<file path="config.mk">
export PLATFORM = sky130hd
export DESIGN_NAME = piece_board_scanner
export DESIGN_NICKNAME = d
export VERILOG_FILES = /design/src/rtl/piece_board_scanner.sv
export SDC_FILE = /design/constraint.sdc
export NUM_CORES = 1
export LEC_CHECK = 0
export ABC_AREA = 1
export CORE_MARGIN = 2
export CORE_UTILIZATION = 44
export DETAILED_ROUTE_END_ITERATION = 10
export PLACE_DENSITY = 0.76
export SLEW_MARGIN = 40
export SYNTH_ARGS = -nofsm -noshare
export SYNTH_HDL_FRONTEND = slang
export SYNTH_SLANG_ARGS = --single-unit
</file>
<file path="constraint.sdc">
create_clock -name Clk -period 2.6 [get_ports Clk]
set_input_delay 0.39 -clock Clk [delete_from_list [all_inputs] [get_ports Clk]]
set_output_delay 0.39 -clock Clk [all_outputs]
set_load 0.01 [all_outputs]
</file>
<file path="src/rtl/piece_board_scanner.sv">
// Piece/board collision scanner: walks a 4x4 piece window against the board, optionally places it.
// Optional SCAN_EARLY_EXIT_EN: abort the scan to DONE on the first collision evaluated.
module piece_board_scanner #(
  parameter int BOARD_W = 10,
  parameter int BOARD_H = 20
) (
  input  logic       Clk,
  input  logic       Reset_n,
  input  logic       start,
  input  logic       mode,
  input  logic [4:0] piece_id,
  input  logic [5:0] pos_x,
  input  logic [5:0] pos_y,
  output logic [4:0] rom_identifier,
  output logic [2:0] rom_col,
  output logic [2:0] rom_row,
  input  logic [1:0] rom_template,
  output logic [3:0] brd_rd_x,
  output logic [4:0] brd_rd_y,
  input  logic [1:0] brd_rd_data,
  output logic       brd_we,
  output logic [3:0] brd_wr_x,
  output logic [4:0] brd_wr_y,
  output logic [1:0] brd_wr_data,
  output logic       busy,
  output logic       done,
  output logic       collide
);

  localparam int unsigned KW = 4;
  localparam int unsigned CW = 7;
  localparam int unsigned PW = 6;
  localparam int unsigned DW = 2;
  localparam logic [DW-1:0] EMPTY = 2'b11;

  typedef enum logic [2:0] {IDLE, SCAN, CHECK, WRITE, DONE} state_e;

  state_e          state_q, state_d;
  logic [KW-1:0]   k_q, k_d;
  logic            mode_q, mode_d;
  logic [4:0]      pid_q, pid_d;
  logic [PW-1:0]   px_q, px_d, py_q, py_d;
  logic            collide_q, collide_d;
  logic            busy_q, busy_d;
  logic            done_q, done_d;
  logic            pend_q, pend_d;
  logic [DW-1:0]   ev_tmpl_q, ev_tmpl_d;
  logic            ev_xbad_q, ev_xbad_d;
  logic            ev_above_q, ev_above_d;
  logic            cur_xbad_q, cur_xbad_d;
  logic            cur_above_q, cur_above_d;
  logic [2:0]      col_q, col_d, row_q, row_d;
  logic [3:0]      addr_x_q, addr_x_d;
  logic [4:0]      addr_y_q, addr_y_d;

  logic            hit;
  logic            live;
  logic            xbad;
  logic            above;
  logic [CW-1:0]   nx, ny;

  // Evaluation of the cell registered last cycle, now that its board read has returned.
  assign hit = pend_q && (ev_tmpl_q != EMPTY) &&
               (ev_xbad_q || (!ev_above_q && (brd_rd_data != EMPTY)));

  // Control: state, window index, request latch and sticky collision.
  always_comb begin
    state_d    = state_q;
    k_d        = k_q;
    mode_d     = mode_q;
    pid_d      = pid_q;
    px_d       = px_q;
    py_d       = py_q;
    collide_d  = collide_q;
    pend_d     = (state_q == SCAN);
    ev_tmpl_d  = ev_tmpl_q;
    ev_xbad_d  = ev_xbad_q;
    ev_above_d = ev_above_q;

    if (state_q == SCAN) begin
      ev_tmpl_d  = rom_template;
      ev_xbad_d  = cur_xbad_q;
      ev_above_d = cur_above_q;
    end

    unique case (state_q)
      IDLE: begin
        if (start) begin
          mode_d    = mode;
          pid_d     = piece_id;
          px_d      = pos_x;
          py_d      = pos_y;
          collide_d = 1'b0;
          k_d       = '0;
          state_d   = SCAN;
        end
      end
      SCAN: begin
        if (hit) collide_d = 1'b1;
`ifdef SCAN_EARLY_EXIT_EN
        if (hit) begin
          k_d     = '0;
          state_d = DONE;
        end else
`endif
        if (k_q == KW'(15)) begin
          k_d     = '0;
          state_d = CHECK;
        end else begin
          k_d = k_q + KW'(1);
        end
      end
      CHECK: begin
        collide_d = collide_q | hit;
        k_d       = '0;
        if (mode_q && !(collide_q || hit)) state_d = WRITE;
        else                               state_d = DONE;
      end
      WRITE: begin
        if (k_q == KW'(15)) begin
          k_d     = '0;
          state_d = DONE;
        end else begin
          k_d = k_q + KW'(1);
        end
      end
      DONE: state_d = IDLE;
      default: state_d = IDLE;
    endcase

    busy_d = (state_d != IDLE);
    done_d = (state_d == DONE);
  end

  // Window geometry for the cell presented next cycle (ROM/board addresses, bounds flags).
  always_comb begin
    live  = (state_d == SCAN) || (state_d == WRITE);
    nx    = {px_d[PW-1], px_d} + {5'b0, k_d[1:0]};
    ny    = {py_d[PW-1], py_d} + {5'b0, k_d[3:2]};
    xbad  = nx[CW-1] || (nx >= CW'(BOARD_W)) ||
            (!ny[CW-1] && (ny >= CW'(BOARD_H)));
    above = ny[CW-1];

    col_d       = live ? {1'b0, k_d[1:0]} : 3'b000;
    row_d       = live ? {1'b0, k_d[3:2]} : 3'b000;
    addr_x_d    = (live && !xbad && !above) ? nx[3:0] : 4'b0000;
    addr_y_d    = (live && !xbad && !above) ? ny[4:0] : 5'b00000;
    cur_xbad_d  = live && xbad;
    cur_above_d = live && above;
  end

  always_ff @(posedge Clk or negedge Reset_n) begin
    if (!Reset_n) begin
      state_q     <= IDLE;
      k_q         <= '0;
      mode_q      <= 1'b0;
      pid_q       <= '0;
      px_q        <= '0;
      py_q        <= '0;
      collide_q   <= 1'b0;
      busy_q      <= 1'b0;
      done_q      <= 1'b0;
      pend_q      <= 1'b0;
      ev_tmpl_q   <= EMPTY;
      ev_xbad_q   <= 1'b0;
      ev_above_q  <= 1'b0;
      cur_xbad_q  <= 1'b0;
      cur_above_q <= 1'b0;
      col_q       <= '0;
      row_q       <= '0;
      addr_x_q    <= '0;
      addr_y_q    <= '0;
    end else begin
      state_q     <= state_d;
      k_q         <= k_d;
      mode_q      <= mode_d;
      pid_q       <= pid_d;
      px_q        <= px_d;
      py_q        <= py_d;
      collide_q   <= collide_d;
      busy_q      <= busy_d;
      done_q      <= done_d;
      pend_q      <= pend_d;
      ev_tmpl_q   <= ev_tmpl_d;
      ev_xbad_q   <= ev_xbad_d;
      ev_above_q  <= ev_above_d;
      cur_xbad_q  <= cur_xbad_d;
      cur_above_q <= cur_above_d;
      col_q       <= col_d;
      row_q       <= row_d;
      addr_x_q    <= addr_x_d;
      addr_y_q    <= addr_y_d;
    end
  end

  // The write strobe follows the combinational ROM so each cell lands in its own WRITE cycle.
  assign brd_we         = (state_q == WRITE) && (rom_template != EMPTY) &&
                          !cur_xbad_q && !cur_above_q;
  assign brd_wr_data    = brd_we ? rom_template : 2'b00;
  assign brd_wr_x       = addr_x_q;
  assign brd_wr_y       = addr_y_q;
  assign brd_rd_x       = addr_x_q;
  assign brd_rd_y       = addr_y_q;
  assign rom_identifier = pid_q;
  assign rom_col        = col_q;
  assign rom_row        = row_q;
  assign busy           = busy_q;
  assign done           = done_q;
  assign collide        = collide_q;

endmodule

</file>
==> impl_metrics.ini, run 1 <==
[run]
maxCapViolations = 0

[cells_and_area]
flow.area_growth_from_synthesis_pct = 52.2
layout.cells.non_filler = 472
area_taken_by_flip_flops_and_latches_mm2 = 0.00120
final_core_util_pct = 70.6
area_of_combinational_cells_with_multiple_inputs_mm2 = 0.00106
n_antenna_cell = 0
finalNetCount = 433
layout.filler_cells = 366
post_route_cells_drive_above_1_share_pct = 31.1

[drt]
routed_wirelength_um = 6200
drc = 0
post_drt_wl_per_cell_um = 13.1
vias_per_cell = 4.83
total_iterations_of_the_first_detailed_routing_run = 6
vias = 2280
violation_count_after_the_first_detailed_routing_iteration = 123
ant_nets = 0

[synth]
synthesized_area_fraction_occupied_by_ao_oa_aoi_and_oai_cells_pct = 6.89
synth.distinct_cells = 31
yosys_register_bits = 48
post-synth-top-count-cell = sky130_fd_sc_hd__nand2_1
synth.cell_area_mm2 = 0.00240
post-synth-top-area-fraction_pct = 48.0
ys.warnings.count = 0
synth_fa_ha_area_share_pct = 4.28
synth_edf_count = 0
synth_simple_gate_area_share_pct = 26.2
ys_seq_area_share_pct = 50.2
fraction_of_synthesized_area_in_multiplexers_pct = 0
yosys.area.top_type = sky130_fd_sc_hd__dfrtp_1
ys_top_cells_by_area = sky130_fd_sc_hd__dfrtp_1 48%, sky130_fd_sc_hd__nand2_1 12%, sky130_fd_sc_hd__inv_1 7.2%, sky130_fd_sc_hd__nor2_1 4.2%, sky130_fd_sc_hd__buf_4 3.4%
dominant_combinational_cell_family_by_area_after_synthesis = simple AND/OR/NAND/NOR gates
postSynthCellCount = 288
post_synth_most_frequent_cells = 78 x sky130_fd_sc_hd__nand2_1, 46 x sky130_fd_sc_hd__dfrtp_1, 46 x sky130_fd_sc_hd__inv_1
synthArstFlopShare_pct = 100
synthesized_area_divided_by_synthesized_cell_count_um2 = 8.33
synth_xor_area_share_pct = 0.365
synth_ff_type = sky130_fd_sc_hd__dfrtp_1

[sta]
report.final.setup_viol = 11
final.setup.worst_slack_ns = -0.121
finalSetupTns_ns = -0.969
fin_crit_sh_pct = 105
finalHoldViolCount = 0
finalCriticalPeriod_ns = 2.72
worstMarginPinSlew_ns = 0.596
fmax_ghz = 0.368
rsz0062_at_grt = true
worst_slew_margin_rel_pct = 60.2
slew_violations = 0
clock_skew_ns = 0.00760

[power]
pwr-share-clk_pct = 9.9
power_leakage_nw = 1.88
power.sequential.fraction_pct = 26.6
power_switching_mw = 1.91
cellPowerDensity_mw_per_mm2 = 1230
share_of_total_power_in_combinational_logic_pct = 63.5
power.internal_mw = 2.57
max-vdd-ir-drop_mv = 0.517
switching_share_pct = 42.6

[grt]
grt_first_pass_wirelength_um = 10600
first_global_vias = 2344
grt_use_total_pct = 22.0
grt_max_degree = 49
grt_antenna_before_repair = 0
globalRouteOverflowTotal = 0

[die]
dieWidth_um = 77.8
start_util_pct = 46.4
ioPinCount = 60
core_area_mm2 = 0.00517
fp.dieArea_mm2 = 0.00606
row_count = 26
y_dimension_of_the_die_um = 77.8

[place]
port_buffers = 57
hpwl_um = 4070
placer_congestion = 0.896
placed_cells_incl_taps = 437

[setup_path]
worst_setup_path_start_kind = flip-flop
timing.critical_path.cells = ha_2 > nand2_4 > nor2_4 > inv_2 > nand2_2 > buf_4 > buf_4 > buf_4 > buf_4 > buf_4 > buf_4 > buf_4 > buf_4 > buf_4 > buf_4 > buf_4 > buf_4 > buf_4 > buf_4 > nor2_2
cp-end-kind = flip-flop
wp_data_required_ns = 2.85
critPathMostFrequentCell = sky130_fd_sc_hd__buf_4
critPathMaxStageDelay_ns = 0.40
path_max_fanout = 2
worst_path_max_delay_cell = sky130_fd_sc_hd__dfrtp_1
path_class = reg2reg
crit_arrival_ns = 2.97

[clocking]
clk_root_buffer_cell = sky130_fd_sc_hd__clkbuf_8
cts_hold_bufs = 0
cts-buffers-inserted = 5
cts_tree = done
clock-sinks = 48
cts_max_level = 2
clkTransAtPathRegs_ns = 0.09
clock_tree.buffer_depth = 2
insertion_delay_ns = 0.31

[run_status]
status = complete, but fails checks
violations_in_the_final_reports = setup timing

[hold_path]
worstHoldPathType = in2async
-- metrics by stage --
step	area, um2	setup WS, ns	hold WS (ns)	total power, mW
after floorplan	2400	0.0713	0.0944	2.44
after global placement	3210	-0.354	0.461	3.34
after detailed placement	3210	-0.381	0.467	3.40
after CTS	3580	0.00361	0.189	4.27
after global routing	3650	-0.231	0.217	4.83
final	3650	-0.121	0.172	4.48
-- layout by cell type (no fill, tap or decap), types with 3 or more instances in the layout --
master / Yosys / routed
sky130_fd_sc_hd__nor2_2: 4 / 10
sky130_fd_sc_hd__o21ai_1: 3 / 5
sky130_fd_sc_hd__nor2_4: 1 / 5
sky130_fd_sc_hd__a21oi_2: 0 / 3
sky130_fd_sc_hd__dfrtp_1: 46 / 46
sky130_fd_sc_hd__nand4_1: 5 / 5
sky130_fd_sc_hd__clkbuf_8: 0 / 5
sky130_fd_sc_hd__nand2_4: 1 / 3
sky130_fd_sc_hd__ha_2: 0 / 3
sky130_fd_sc_hd__nand2_2: 5 / 9
sky130_fd_sc_hd__buf_4: 11 / 58
sky130_fd_sc_hd__nand3_4: 1 / 3
sky130_fd_sc_hd__nor2_1: 27 / 17
sky130_fd_sc_hd__a21oi_1: 6 / 3
sky130_fd_sc_hd__o21ai_0: 10 / 7
sky130_fd_sc_hd__clkdlybuf4s50_1: 0 / 56
sky130_fd_sc_hd__inv_2: 3 / 6
sky130_fd_sc_hd__nand3_1: 15 / 11
sky130_fd_sc_hd__o21ai_2: 2 / 3
sky130_fd_sc_hd__nand2_1: 78 / 72
sky130_fd_sc_hd__nand3_2: 2 / 5
sky130_fd_sc_hd__inv_1: 46 / 42
-- registers in the layout (all words and copies together) (netlist names), 3 cells and up --
signal and flops:
brd_rd_x 4, brd_rd_y 5, px_q 6, py_q 6, rom_identifier 5, k_q 4
state_q 3
-- per-layer routing --
metal / up-vias / track usage, % / part of all wire (%)
met5: - / 0 / 0
met4: 0 / 8.21 / 2.3
met3: 15 / 4.53 / 5.4
met2: 76 / 38.7 / 52
met1: 1086 / 26.4 / 40
li1: 1103 / - / -
-- power groups by stage --
stage                     combinational [mW]  sequential (mW)  clock, mW
after floorplan                         1.19             1.25          0
after global placement                  2.15             1.19          0
after detailed placement                2.20             1.20          0
after CTS                               2.63             1.19      0.453
after global routing                    3.12             1.23      0.483
final                                   2.84             1.19      0.443
-- path summary, 6_finish.rpt --
check	startpoint	endpoint	slack, ns	cells after the start
max	k_q[1]$_DFF_PN0_	rom_col[0]$_DFF_PN0_	-0.12	20
min	Reset_n	rom_identifier[2]$_DFFE_PN0P_	0.17	2
max reg2reg	k_q[1]$_DFF_PN0_	rom_col[0]$_DFF_PN0_	-0.12	20
min reg2reg	rom_identifier[3]$_DFFE_PN0P_	rom_identifier[3]$_DFFE_PN0P_	0.49	2
max in group asynchronous	Reset_n	brd_rd_y[3]$_DFF_PN0_	2.02	2
min in group Clk	rom_identifier[3]$_DFFE_PN0P_	rom_identifier[3]$_DFFE_PN0P_	0.49	2
-- worst max-delay path, delay by kind of cell (launching register included) --
kind | cells | cell delay, ns
adder cells (fa/ha/maj) | 1 | 0.21
AND/OR/NAND/NOR | 4 | 0.28
flip-flops | 1 | 0.40
buffers and inverters | 15 | 1.75
-- cell families after synthesis --
| group | count (synthesis) |
|---|---|
| xor gates and xnor gates | 1 |
| DFF | 48 |
| and+or+nand+nor | 141 |
| other | 1 |
| adders and majority gates | 7 |
| buffers and inverters | 62 |
| AOI/OAI and AO/OA | 28 |
-- repair_timing --
action,4_1_cts,5_1_grt
endpoints found under the setup margin,10,12
gates resized for setup,32,16
hold endpoints to repair,0,0
pin swaps,5,12
cloned,1,0
buffers inserted,23,3
-- area by class of cell --
class                      count  share of cell area (%)
clock buffer                   5                    1.89
clock inverter                 3                   0.514
inverter                      49                    5.11
multi-input combinational    180                    29.1
sequential                    48                    33.0
tap                           70                    2.40
timing repair buffer         117                    28.0
Power figures use the tool's default switching activity.
==> inputs of run 2 (changes only) <==
--- a/config.mk
+++ b/config.mk
@@ -9,6 +9,7 @@
 export CORE_MARGIN = 2
 export CORE_UTILIZATION = 44
 export DETAILED_ROUTE_END_ITERATION = 10
+export GPL_TIMING_DRIVEN = 0
 export PLACE_DENSITY = 0.76
 export SLEW_MARGIN = 40
 export SYNTH_ARGS = -nofsm -noshare
==> run 2 against run 1 <==
Against the previous run:
- the run still ends with setup timing left
- highest routed layer unchanged
- cell area is essentially flat
- combinational power down 7.4%
- fmax down 0.92%
==> impl_metrics.ini, run 2 (same netlist as run 1, synthesis figures left out) <==
[grt]
first_global_vias = 2194
grt_max_degree = 45
grt_first_pass_wirelength_um = 9920
globalRouteOverflowTotal = 0
grt_use_total_pct = 20.9
grt_antenna_before_repair = 0

[die]
row_count = 26
dieWidth_um = 77.8
start_util_pct = 46.4
y_dimension_of_the_die_um = 77.8
fp.dieArea_mm2 = 0.00606
core_area_mm2 = 0.00517
ioPinCount = 60

[clocking]
clock-sinks = 48
clk_root_buffer_cell = sky130_fd_sc_hd__clkbuf_8
cts_max_level = 2
cts_tree = done
cts-buffers-inserted = 5
insertion_delay_ns = 0.31
clkTransAtPathRegs_ns = 0.09
clock_tree.buffer_depth = 2

[setup_path]
worst_setup_path_endpoint = cur_xbad_q$_DFF_PN0_
crit_arrival_ns = 2.99
timing.rr.end = cur_xbad_q$_DFF_PN0_
worst_setup_path_start = k_q[0]$_DFF_PN0_
worst_path_max_delay_cell = sky130_fd_sc_hd__dfrtp_2
worst_setup_path_start_kind = flip-flop
timing.reg2reg.setup_slack_ns = -0.15
path_max_fanout = 3
critPathMaxStageDelay_ns = 0.44
path_class = reg2reg
worstPathBufferInverterCount = 5
wp_data_required_ns = 2.84
cp-end-kind = flip-flop
worst-r2r-cell-count = 18
logic_depth_of_the_worst_setup_path_including_buffers = 18
timing.critical_path.cells = ha_4 > nand2_4 > nor2_4 > inv_2 > nand2_2 > inv_2 > nor2_4 > a21oi_4 > ha_2 > inv_2 > fa_2 > inv_2 > nand2_1 > nor2_1 > xor2_1 > nor2_4 > buf_4 > a21oi_2
cp_top_family = adder cells
critPathMostFrequentCell = sky130_fd_sc_hd__inv_2
regToRegStartpoint = k_q[0]$_DFF_PN0_

[cells_and_area]
layout_common_cells = 69 x sky130_fd_sc_hd__nand2_1, 55 x sky130_fd_sc_hd__clkdlybuf4s50_1, 44 x sky130_fd_sc_hd__dfrtp_1
n_antenna_cell = 0
post_route_cells_drive_above_1_share_pct = 30.8
flow.area_growth_from_synthesis_pct = 52.2
largest_registers = px_q x6, py_q x6
finalNetCount = 420
most_common_cell_after_layout_fill_and_taps_aside = sky130_fd_sc_hd__nand2_1
layout.filler_cells = 364
layout.cells.non_filler = 459

[sta]
finalCriticalPeriod_ns = 2.75
slew_violations = 0
finalHoldViolCount = 0
final.setup.worst_slack_ns = -0.146
fmax_ghz = 0.364
report.final.setup_viol = 10
finalSetupTns_ns = -1.22
clock_skew_ns = 0.00273
rsz0062_at_grt = true
fin_crit_sh_pct = 106

[place]
placed_cells_incl_taps = 417
placer_congestion = 0.765
pre_cts_ws_ns = -0.995
port_buffers = 57
hpwl_um = 3660

[run]
maxCapViolations = 0

[run_status]
status = complete, but fails checks
violations_in_the_final_reports = setup timing

[drt]
routed_wirelength_um = 6130
vias = 2189
ant_nets = 0
violation_count_after_the_first_detailed_routing_iteration = 141
vias_per_cell = 4.77
drc = 0
post_drt_wl_per_cell_um = 13.4
total_iterations_of_the_first_detailed_routing_run = 4

[power]
cellPowerDensity_mw_per_mm2 = 1180
max-vdd-ir-drop_mv = 0.514
power_leakage_nw = 1.83
power_mw = 4.32

[hold_path]
worstHoldPathType = in2async
==> run 2: worst reg2reg max path, cell delays in order, from the launching register on <==
cell and delay, ns:
sky130_fd_sc_hd__dfrtp_2 0.44, sky130_fd_sc_hd__ha_4 0.18, sky130_fd_sc_hd__nand2_4 0.06, sky130_fd_sc_hd__nor2_4 0.04, sky130_fd_sc_hd__inv_2 0.07, sky130_fd_sc_hd__nand2_2 0.06
sky130_fd_sc_hd__inv_2 0.08, sky130_fd_sc_hd__nor2_4 0.04, sky130_fd_sc_hd__a21oi_4 0.15, sky130_fd_sc_hd__ha_2 0.21, sky130_fd_sc_hd__inv_2 0.04, sky130_fd_sc_hd__fa_2 0.38
sky130_fd_sc_hd__inv_2 0.07, sky130_fd_sc_hd__nand2_1 0.05, sky130_fd_sc_hd__nor2_1 0.15, sky130_fd_sc_hd__xor2_1 0.28, sky130_fd_sc_hd__nor2_4 0.11, sky130_fd_sc_hd__buf_4 0.15
sky130_fd_sc_hd__a21oi_2 0.11
==> run 2: worst min path at each step <==
stage / to / depth (start not counted) / slack, ns / from
after CTS: rom_identifier[3]$_DFFE_PN0P_ / 2 / 0.41 / Reset_n
after global placement: rom_identifier[2]$_DFFE_PN0P_ / 2 / 0.46 / rom_identifier[2]$_DFFE_PN0P_
after floorplan: brd_rd_x[0]$_DFF_PN0_ / 0 / 0.09 / Reset_n
final: rom_identifier[3]$_DFFE_PN0P_ / 2 / 0.41 / Reset_n
after detailed placement: rom_identifier[2]$_DFFE_PN0P_ / 1 / 0.20 / Reset_n
after global routing: rom_identifier[3]$_DFFE_PN0P_ / 2 / 0.40 / Reset_n
==> run 2: layout make-up <==
class / instances / area [um2] / area share [%]
Buffer: 13 / 113 / 3.08
Clock buffer: 6 / 82.6 / 2.26
Clock inverter: 2 / 13.8 / 0.377
Inverter: 49 / 189 / 5.17
Multi-Input combinational cell: 180 / 1120 / 30.7
Sequential cell: 48 / 1210 / 33.0
Tap cell: 70 / 87.6 / 2.40
Timing Repair Buffer: 91 / 837 / 22.9
==> run 2: through the flow <==
stage | utilization (%) | hold WS (ns) | area, um2
floorplan | - | 0.0944 | 2400
global placement | 59.2 | 0.461 | 3060
detailed placement | 59.5 | 0.202 | 3080
CTS | 68.2 | 0.412 | 3530
global route | 70.6 | 0.404 | 3650
finish | 70.6 | 0.412 | 3650
==> run 2: metal layers <==
metal / global-route usage (%) / vias up / part of all wire, %
met3: 4.19 / 20 / 4.4
met4: 9.29 / 0 / 3.1
met2: 36.2 / 78 / 51
li1: - / 1074 / -
met5: 0 / - / 0
met1: 24.9 / 1017 / 42
==> run 2: power breakdown <==
group / switching [mW] / internal (mW)
clock network: 0.262 / 0.218
registers: 0.151 / 1.06
logic: 1.47 / 1.16
total: 1.88 / 2.44
==> run 2: timing repair <==
action | 4_1_cts | 5_1_grt
hold buffers | 1 | 0
cloned | 1 | 0
setup buffers | 26 | 6
gates resized for setup | 42 | 29
endpoints found under the hold margin | 4 | 0
setup endpoints to repair | 11 | 11
pin swaps | 17 | 22
